File: src/rtl/instr_fetch.sv
// Instruction fetch unit: issues word-aligned req/gnt/rvalid fetches for the current PC
// and buffers PC-tagged instructions for decode, discarding fetches killed by a redirect.
module instr_fetch #(
  parameter int unsigned DEPTH      = 2,
  parameter logic [31:0] RESET_ADDR = 32'h0
) (
  input  logic        i_clk,
  input  logic        i_rst,
  input  logic [31:0] i_pc,
  input  logic        i_pc_valid,
  output logic        o_pc_we,
  output logic        o_instr_req,
  output logic [31:0] o_instr_addr,
  input  logic        i_instr_gnt,
  input  logic        i_instr_rvalid,
  input  logic [31:0] i_instr_rdata,
  input  logic        i_flush,
  output logic        o_id_valid,
  output logic [31:0] o_id_instr,
  output logic [31:0] o_id_pc,
  input  logic        i_id_ready
);

  localparam int unsigned PW = (DEPTH > 1) ? $clog2(DEPTH) : 1;
  localparam int unsigned CW = $clog2(DEPTH + 1);

  typedef enum logic {IDLE, REQ} state_e;

  state_e        state_q, state_d;
  logic          req_q, req_d;
  logic [31:0]   addr_q, addr_d;
  logic [31:0]   req_pc_q, req_pc_d;
  logic          pend_kill_q, pend_kill_d;
  logic [CW-1:0] out_cnt_q, out_cnt_d;
  logic [CW-1:0] fifo_cnt_q, fifo_cnt_d;
  logic [CW-1:0] discard_q, discard_d;
  logic [PW-1:0] oq_wr_q, oq_wr_d, oq_rd_q, oq_rd_d;
  logic [PW-1:0] ff_wr_q, ff_wr_d, ff_rd_q, ff_rd_d;

  logic [31:0] oq_pc    [DEPTH];
  logic [31:0] ff_pc    [DEPTH];
  logic [31:0] ff_instr [DEPTH];

  logic        gnt;
  logic        rsp;
  logic        rsp_keep;
  logic        id_pop;
  logic [CW:0] occ;
  logic        room;

  assign gnt      = req_q & i_instr_gnt;
  assign rsp      = i_instr_rvalid & (out_cnt_q != '0);
  assign rsp_keep = rsp & (discard_q == '0) & ~i_flush;
  assign id_pop   = (fifo_cnt_q != '0) & i_id_ready & ~i_flush;
  assign occ      = {1'b0, fifo_cnt_q} + {1'b0, out_cnt_q};
  assign room     = occ < (CW+1)'(DEPTH);

  always_comb begin
    state_d     = state_q;
    req_d       = req_q;
    addr_d      = addr_q;
    req_pc_d    = req_pc_q;
    pend_kill_d = pend_kill_q;
    case (state_q)
      IDLE: begin
        if (i_pc_valid & ~i_flush & room) begin
          state_d  = REQ;
          req_d    = 1'b1;
          addr_d   = {i_pc[31:2], 2'b00};
          req_pc_d = i_pc;
        end
      end
      REQ: begin
        // A request is never retracted; a flush only marks it to be discarded once granted.
        if (i_instr_gnt) begin
          state_d     = IDLE;
          req_d       = 1'b0;
          pend_kill_d = 1'b0;
        end else if (i_flush) begin
          pend_kill_d = 1'b1;
        end
      end
      default: begin
        state_d = IDLE;
        req_d   = 1'b0;
      end
    endcase
  end

  always_comb begin
    out_cnt_d = out_cnt_q + CW'(gnt) - CW'(rsp);
    oq_wr_d   = gnt ? oq_wr_q + PW'(1) : oq_wr_q;
    oq_rd_d   = rsp ? oq_rd_q + PW'(1) : oq_rd_q;

    discard_d = discard_q;
    if (i_flush) begin
      discard_d = out_cnt_d;
    end else begin
      if (rsp && (discard_q != '0)) discard_d = discard_d - CW'(1);
      if (gnt && pend_kill_q)       discard_d = discard_d + CW'(1);
    end

    if (i_flush) begin
      fifo_cnt_d = '0;
      ff_wr_d    = '0;
      ff_rd_d    = '0;
    end else begin
      fifo_cnt_d = fifo_cnt_q + CW'(rsp_keep) - CW'(id_pop);
      ff_wr_d    = rsp_keep ? ff_wr_q + PW'(1) : ff_wr_q;
      ff_rd_d    = id_pop   ? ff_rd_q + PW'(1) : ff_rd_q;
    end
  end

  always_ff @(posedge i_clk) begin
    if (i_rst) begin
      state_q     <= IDLE;
      req_q       <= 1'b0;
      addr_q      <= RESET_ADDR;
      req_pc_q    <= '0;
      pend_kill_q <= 1'b0;
      out_cnt_q   <= '0;
      fifo_cnt_q  <= '0;
      discard_q   <= '0;
      oq_wr_q     <= '0;
      oq_rd_q     <= '0;
      ff_wr_q     <= '0;
      ff_rd_q     <= '0;
    end else begin
      state_q     <= state_d;
      req_q       <= req_d;
      addr_q      <= addr_d;
      req_pc_q    <= req_pc_d;
      pend_kill_q <= pend_kill_d;
      out_cnt_q   <= out_cnt_d;
      fifo_cnt_q  <= fifo_cnt_d;
      discard_q   <= discard_d;
      oq_wr_q     <= oq_wr_d;
      oq_rd_q     <= oq_rd_d;
      ff_wr_q     <= ff_wr_d;
      ff_rd_q     <= ff_rd_d;
    end
  end

  // Storage arrays carry data only; validity is tracked by the counters above.
  always_ff @(posedge i_clk) begin
    if (gnt) oq_pc[oq_wr_q] <= req_pc_q;
    if (rsp_keep) begin
      ff_pc[ff_wr_q]    <= oq_pc[oq_rd_q];
      ff_instr[ff_wr_q] <= i_instr_rdata;
    end
  end

  assign o_pc_we      = gnt;
  assign o_instr_req  = req_q;
  assign o_instr_addr = addr_q;
  assign o_id_valid   = (fifo_cnt_q != '0);
  assign o_id_instr   = o_id_valid ? ff_instr[ff_rd_q] : '0;
  assign o_id_pc      = o_id_valid ? ff_pc[ff_rd_q]    : '0;

endmodule

File: config.mk
export PLATFORM = sky130hd
export DESIGN_NAME = instr_fetch
export DESIGN_NICKNAME = d
export VERILOG_FILES = /design/src/rtl/instr_fetch.sv
export SDC_FILE = /design/constraint.sdc
export NUM_CORES = 1
export LEC_CHECK = 0
export BUFFER_PORTS_ARGS = -buffer_cell sky130_fd_sc_hd__clkbuf_2
export CAP_MARGIN = 20
export CORE_MARGIN = 2
export CORE_UTILIZATION = 45
export CTS_BUF_LIST = sky130_fd_sc_hd__clkbuf_4 sky130_fd_sc_hd__clkbuf_8
export CTS_CLUSTER_SIZE = 10
export DETAILED_ROUTE_END_ITERATION = 8
export GPL_TIMING_DRIVEN = 1
export PLACE_DENSITY_LB_ADDON = 0.2
export SETUP_SLACK_MARGIN = 0.3
export SLEW_MARGIN = 10
export SYNTH_ARGS = -nofsm -noshare
export SYNTH_HDL_FRONTEND = slang
export SYNTH_SLANG_ARGS = --single-unit
File: constraint.sdc
create_clock -name i_clk -period 5 [get_ports i_clk]
set_input_delay 1 -clock i_clk [delete_from_list [all_inputs] [get_ports i_clk]]
set_output_delay 1 -clock i_clk [all_outputs]
set_load 0.01 [all_outputs]
# == Yosys cells after proc, flatten, opt, wreduce, memory -nomap -nowiden ==
# Memories as Yosys holds them, arrays and structs flattened. A register that Yosys moved wholly into a read port is not among the register bits.
# Cells that the tools add are included.
# word_totals
register_bits,75
wordCells,74
n_memories,3
mem_bits_rw,192
# op_classes
eq_ne,2
muxes,24
bitwise_logic,10
add_sub_neg,11
reduce_logical,11
n_lt_le_gt_ge,1
# mem_list
memory,depth,word_bits,read_ports,rd_clocked_by_memory_dff,write_ports,line,text
ff_instr,2,32,1,1,1,42,logic [31:0] ff_instr [DEPTH];
ff_pc,2,32,1,1,1,41,logic [31:0] ff_pc [DEPTH];
oq_pc,2,32,1,1,1,40,logic [31:0] oq_pc [DEPTH];
# ops
op,count
32-bit two-way mux,2
1-bit two-way mux,16
1-bit bitwise AND,8
2-bit two-way mux,4
2-bit nonzero test,4
2-bit AND reduction,3
"1-bit adder, second input constant",4
2-bit by 1-bit adder with 2-bit output,2
"2-bit != test, second input constant",2
1-bit one-hot mux with 2 select lines,2
2-bit by 1-bit subtractor with 2-bit output,2
2-bit by 2-bit adder with 3-bit output,1
"3-bit by 2-bit less-than comparator with 1-bit output, second input constant",1
"2-bit by 1-bit adder with 2-bit output, second input constant",1
1-bit logical AND,2
2-bit zero test,1
1-bit NOT,2
2-bit OR reduction,1
"2-bit by 1-bit subtractor with 2-bit output, second input constant",1

# == Longest topological paths before layout ==
# logic_depth
ltp_word,8
mapped_depth,10
mapped_depth_nobuf,10

# == Worst setup path before layout ==
# OpenSTA, ideal clock, no wires.
# synth_path
path_kind,input port to flip-flop
start,input i_instr_rvalid
end,"memory ff_instr[0][0], enable pin"
n_path_buf,0
arrival_time_ns,4.167
cell_stages,4
slack_ns,0.347
path_cell_list,o21ai_2 -> nor3b_1 -> inv_1 -> nor2_1
# synth_via
elab_chain_len,5
# synth_rtl
element,line,text
"start, declared",15,"input logic i_instr_rvalid,"
1-bit bitwise AND,52,assign rsp = i_instr_rvalid & (out_cnt_q != '0);
1-bit bitwise AND (2 in series),53,assign rsp_keep = rsp & (discard_q == '0) & ~i_flush;
1-bit two-way mux,147,if (rsp_keep) begin
1-bit two-way mux (not written as such),149,ff_instr[ff_wr_q] <= i_instr_rdata;
"end, declared",42,
# Every way passes these cells.

# == Worst setup path after layout ==
# layout_path
start,register fifo_cnt_q[1]
end,output o_id_pc[6]
# layout_via
elab_chain_len,2
# layout_rtl
element,line,text
"start, declared",35,"logic [CW-1:0] fifo_cnt_q, fifo_cnt_d;"
"start signal, assigned",135,fifo_cnt_q <= fifo_cnt_d;
2-bit nonzero test,156,assign o_id_valid = (fifo_cnt_q != '0);
32-bit two-way mux,158,assign o_id_pc = o_id_valid ? ff_pc[ff_rd_q] : '0;
"end, declared",20,"output logic [31:0] o_id_pc,"
# Every way passes these cells.

==> reports/results.ini <==
[cells_and_area]
syn2layout_area_growth_pct = 18.0
layout_commonest_cell = edfxtp_1
drive_gt1_share_pct = 34.0
final_util_pct = 53.9
final_cell_mix = 192 x edfxtp_1, 167 x clkbuf_2, 70 x nor2_1, 69 x nand2_1, 65 x mux2i_1
stdcell_count = 1077
layout.nets = 856
antenna_cells = 0

[synthesis]
synthesis.area_um2 = 9210
seq_area_frac_synth_pct = 72.8
yosysWarnings = 0
synthCells = 626
avgSynthCellArea_um2 = 14.7
synth.distinct_cells = 36
ys_seq_elements = 239

[global_routing]
grt_pass1_wl_mm = 26.9
grt_max_degree = 65
grt_antenna_before_repair = 0
grt_pass1_vias = 5371
grt.overflow.total = 0
grtUsageTotal_pct = 15.9

[timing]
clock_skew_ns = 0.0253
fmax_mhz = 306
slew_viol_final = 0
setup_slack_ns = 1.74
fin_crit_ns = 3.26
setup-tns-final_ns = 0
period_share_pct = 65.3
worstMarginPinSlew_ns = 1.07
rsz0062_at_grt = false
setup_viol = 0
hold_viol_final = 0
max_slew_margin_pct = 28.9

[floorplanning]
core_um2 = 20200
die-width_um = 147
initial_utilization_pct = 45.7
rows = 52
die-area_um2 = 21600
die_h_um = 147
ios = 170

[drt]
drc = 0
first_pass_iters = 4
avgViaCountPerCell = 4.78
num_vias = 5145
wl_mm = 17.2
antenna_left = 0
routedWlPerCell_um = 16.0
dr.first_iter.drc_count = 196

[cts]
htreeDepth = 2
cts_tree = yes
cts_root_buf = clkbuf_8
post_cts.repair.setup_buffers = 0
path_clk_slew_ns = 0.06
cts_num_sinks = 239
clockBufferDepth = 3
ctsResizeCount = 0
cts_buffers = 39
postCtsHoldBufs = 0
clk_latency_ns = 0.52

[setup_path]
cp-start-kind = flip-flop
critical-path-top-delay-family = simple AND/OR/NAND/NOR gates
path_max_fanout = 44
crit_buf_inv = 2
critical_path_class = flip-flop to output port
endpoint_kind = output port
crit_required_ns = 4.00
path_cells = nor2_4, buf_4, nor2_1, clkbuf_2
arrival_ns = 2.26
cpMaxStageDelayCell = nor2_4
cp_slowest_stage_delay_ns = 0.56

[placed_design]
place_inst = 1006
place_congestion = 0.773
place_ws_ns = 2.03
place_hpwl_mm = 10.7
io_buffers = 167

[power]
power.density_nw_per_um2 = 399
ir_drop_uv = 223
power_mw = 4.34
p_leak_nw = 3.99

[outcome]
status = finished clean

[job]
maxCapViolCount = 0

[min_path]
hold_path.class = flip-flop to flip-flop

==> path summary, 6_finish.rpt <==
path | start | end | slack, ns | cells past startpoint
max | fifo_cnt_q[1]$_SDFF_PP0_ | o_id_pc[6] | 1.74 | 4
min | req_pc_q[1]$_SDFFE_PP0P_ | oq_pc[1][1]$_DFFE_PP_ | 0.46 | 0
max reg2reg | fifo_cnt_q[0]$_SDFF_PP0_ | req_pc_q[6]$_SDFFE_PP0P_ | 2.61 | 6
min reg2reg | req_pc_q[1]$_SDFFE_PP0P_ | oq_pc[1][1]$_DFFE_PP_ | 0.46 | 0
==> cell usage after synthesis <==
| cell | number | area (um^2) |
|---|---|---|
| buf_4 | 32 | 240 |
| xor2_1 | 6 | 52.6 |
| inv_1 | 9 | 33.8 |
| buf_6 | 3 | 33.8 |
| and2_1 | 2 | 12.5 |
| and3_1 | 1 | 6.26 |
| edfxtp_1 | 192 | 5770 |
| or3_1 | 1 | 6.26 |
| buf_1 | 5 | 18.8 |
| xnor2_1 | 3 | 26.3 |
| a21oi_2 | 2 | 17.5 |
| nor4_2 | 1 | 12.5 |
| nand3_1 | 1 | 5.00 |
| nand2b_4 | 1 | 13.8 |
| buf_2 | 14 | 70.1 |
| clkbuf_1 | 9 | 33.8 |
| conb_1 | 1 | 3.75 |
| o21a_1 | 1 | 7.51 |
| nor3b_1 | 2 | 15.0 |
| mux2_2 | 26 | 293 |
| ha_1 | 5 | 62.6 |
| nor2_1 | 73 | 274 |
| o21ai_2 | 1 | 8.76 |
| a211oi_1 | 1 | 7.51 |
| o21ai_0 | 2 | 10.0 |
| a21oi_1 | 35 | 175 |
| nor3_1 | 4 | 20.0 |
| dfxtp_1 | 47 | 941 |
| or4_1 | 1 | 7.51 |
| mux2_1 | 6 | 67.6 |
| fa_1 | 1 | 20.0 |
| nand2b_1 | 1 | 6.26 |
| nor2b_1 | 2 | 12.5 |
| xnor3_1 | 1 | 22.5 |
| mux2i_1 | 65 | 651 |
| nand2_1 | 69 | 259 |
==> registers in the layout (all words and copies together) (netlist names), 2 cells and up, named ones only <==
name        flops
oq_pc          64
out_cnt_q       2
req_pc_q       32
ff_instr       64
fifo_cnt_q      2
discard_q       2
ff_pc          64
==> metrics by stage <==
stage | hold WS, ns | cell area [um^2]
floorplan | 0.425 | 9220
global placement | 0.435 | 10100
detailed placement | 0.451 | 10100
CTS | 0.463 | 10800
global route | 0.478 | 10900
finish | 0.465 | 10900
==> logic make-up after synthesis <==
kind of cell | after synthesis | synth area share (%)
AOI/OAI and AO/OA | 42 | 2.46
xor gates and xnor gates | 10 | 1.10
adders and majority gates | 6 | 0.896
buffers and inverters | 72 | 4.67
DFF | 239 | 72.8
muxes | 97 | 11.0
other | 1 | 0.0407
and+or+nand+nor | 159 | 7.06
==> layer usage <==
metal | vias to the layer above | GRT usage, % | wire (um)
met2 | 157 | 26.7 | 8370
met5 | - | 0 | 0
met3 | 17 | 3.70 | 1020
met1 | 2463 | 20.4 | 7570
li1 | 2508 | - | -
met4 | 0 | 5.48 | 236
==> report_power, final <==
group / leakage (nW) / switching [mW] / internal [mW]
clock network: 0.407 / 0.703 / 0.917
registers: 2.13 / 0.0741 / 2.27
logic: 1.45 / 0.206 / 0.169
total: 3.99 / 0.984 / 3.36
==> cell type report <==
| cell class | count | area [um^2] |
|---|---|---|
| timing repair buffer | 174 | 905 |
| clock buffer | 54 | 668 |
| tap | 270 | 338 |
| fill | 1720 | 9300 |
| sequential | 239 | 6710 |
| multi-input combinational | 316 | 2110 |
| clock inverter | 15 | 97.6 |
| inverter | 9 | 33.8 |
==> worst register-to-register path, cell delays in order (launching register included) <==
cell	delay, ns
dfxtp_1	0.40
and2_1	0.17
fa_1	0.46
or4_1	0.66
buf_4	0.32
nand2_1	0.13
a21oi_1	0.08
No activity file was read; power rests on OpenSTA's default activity.
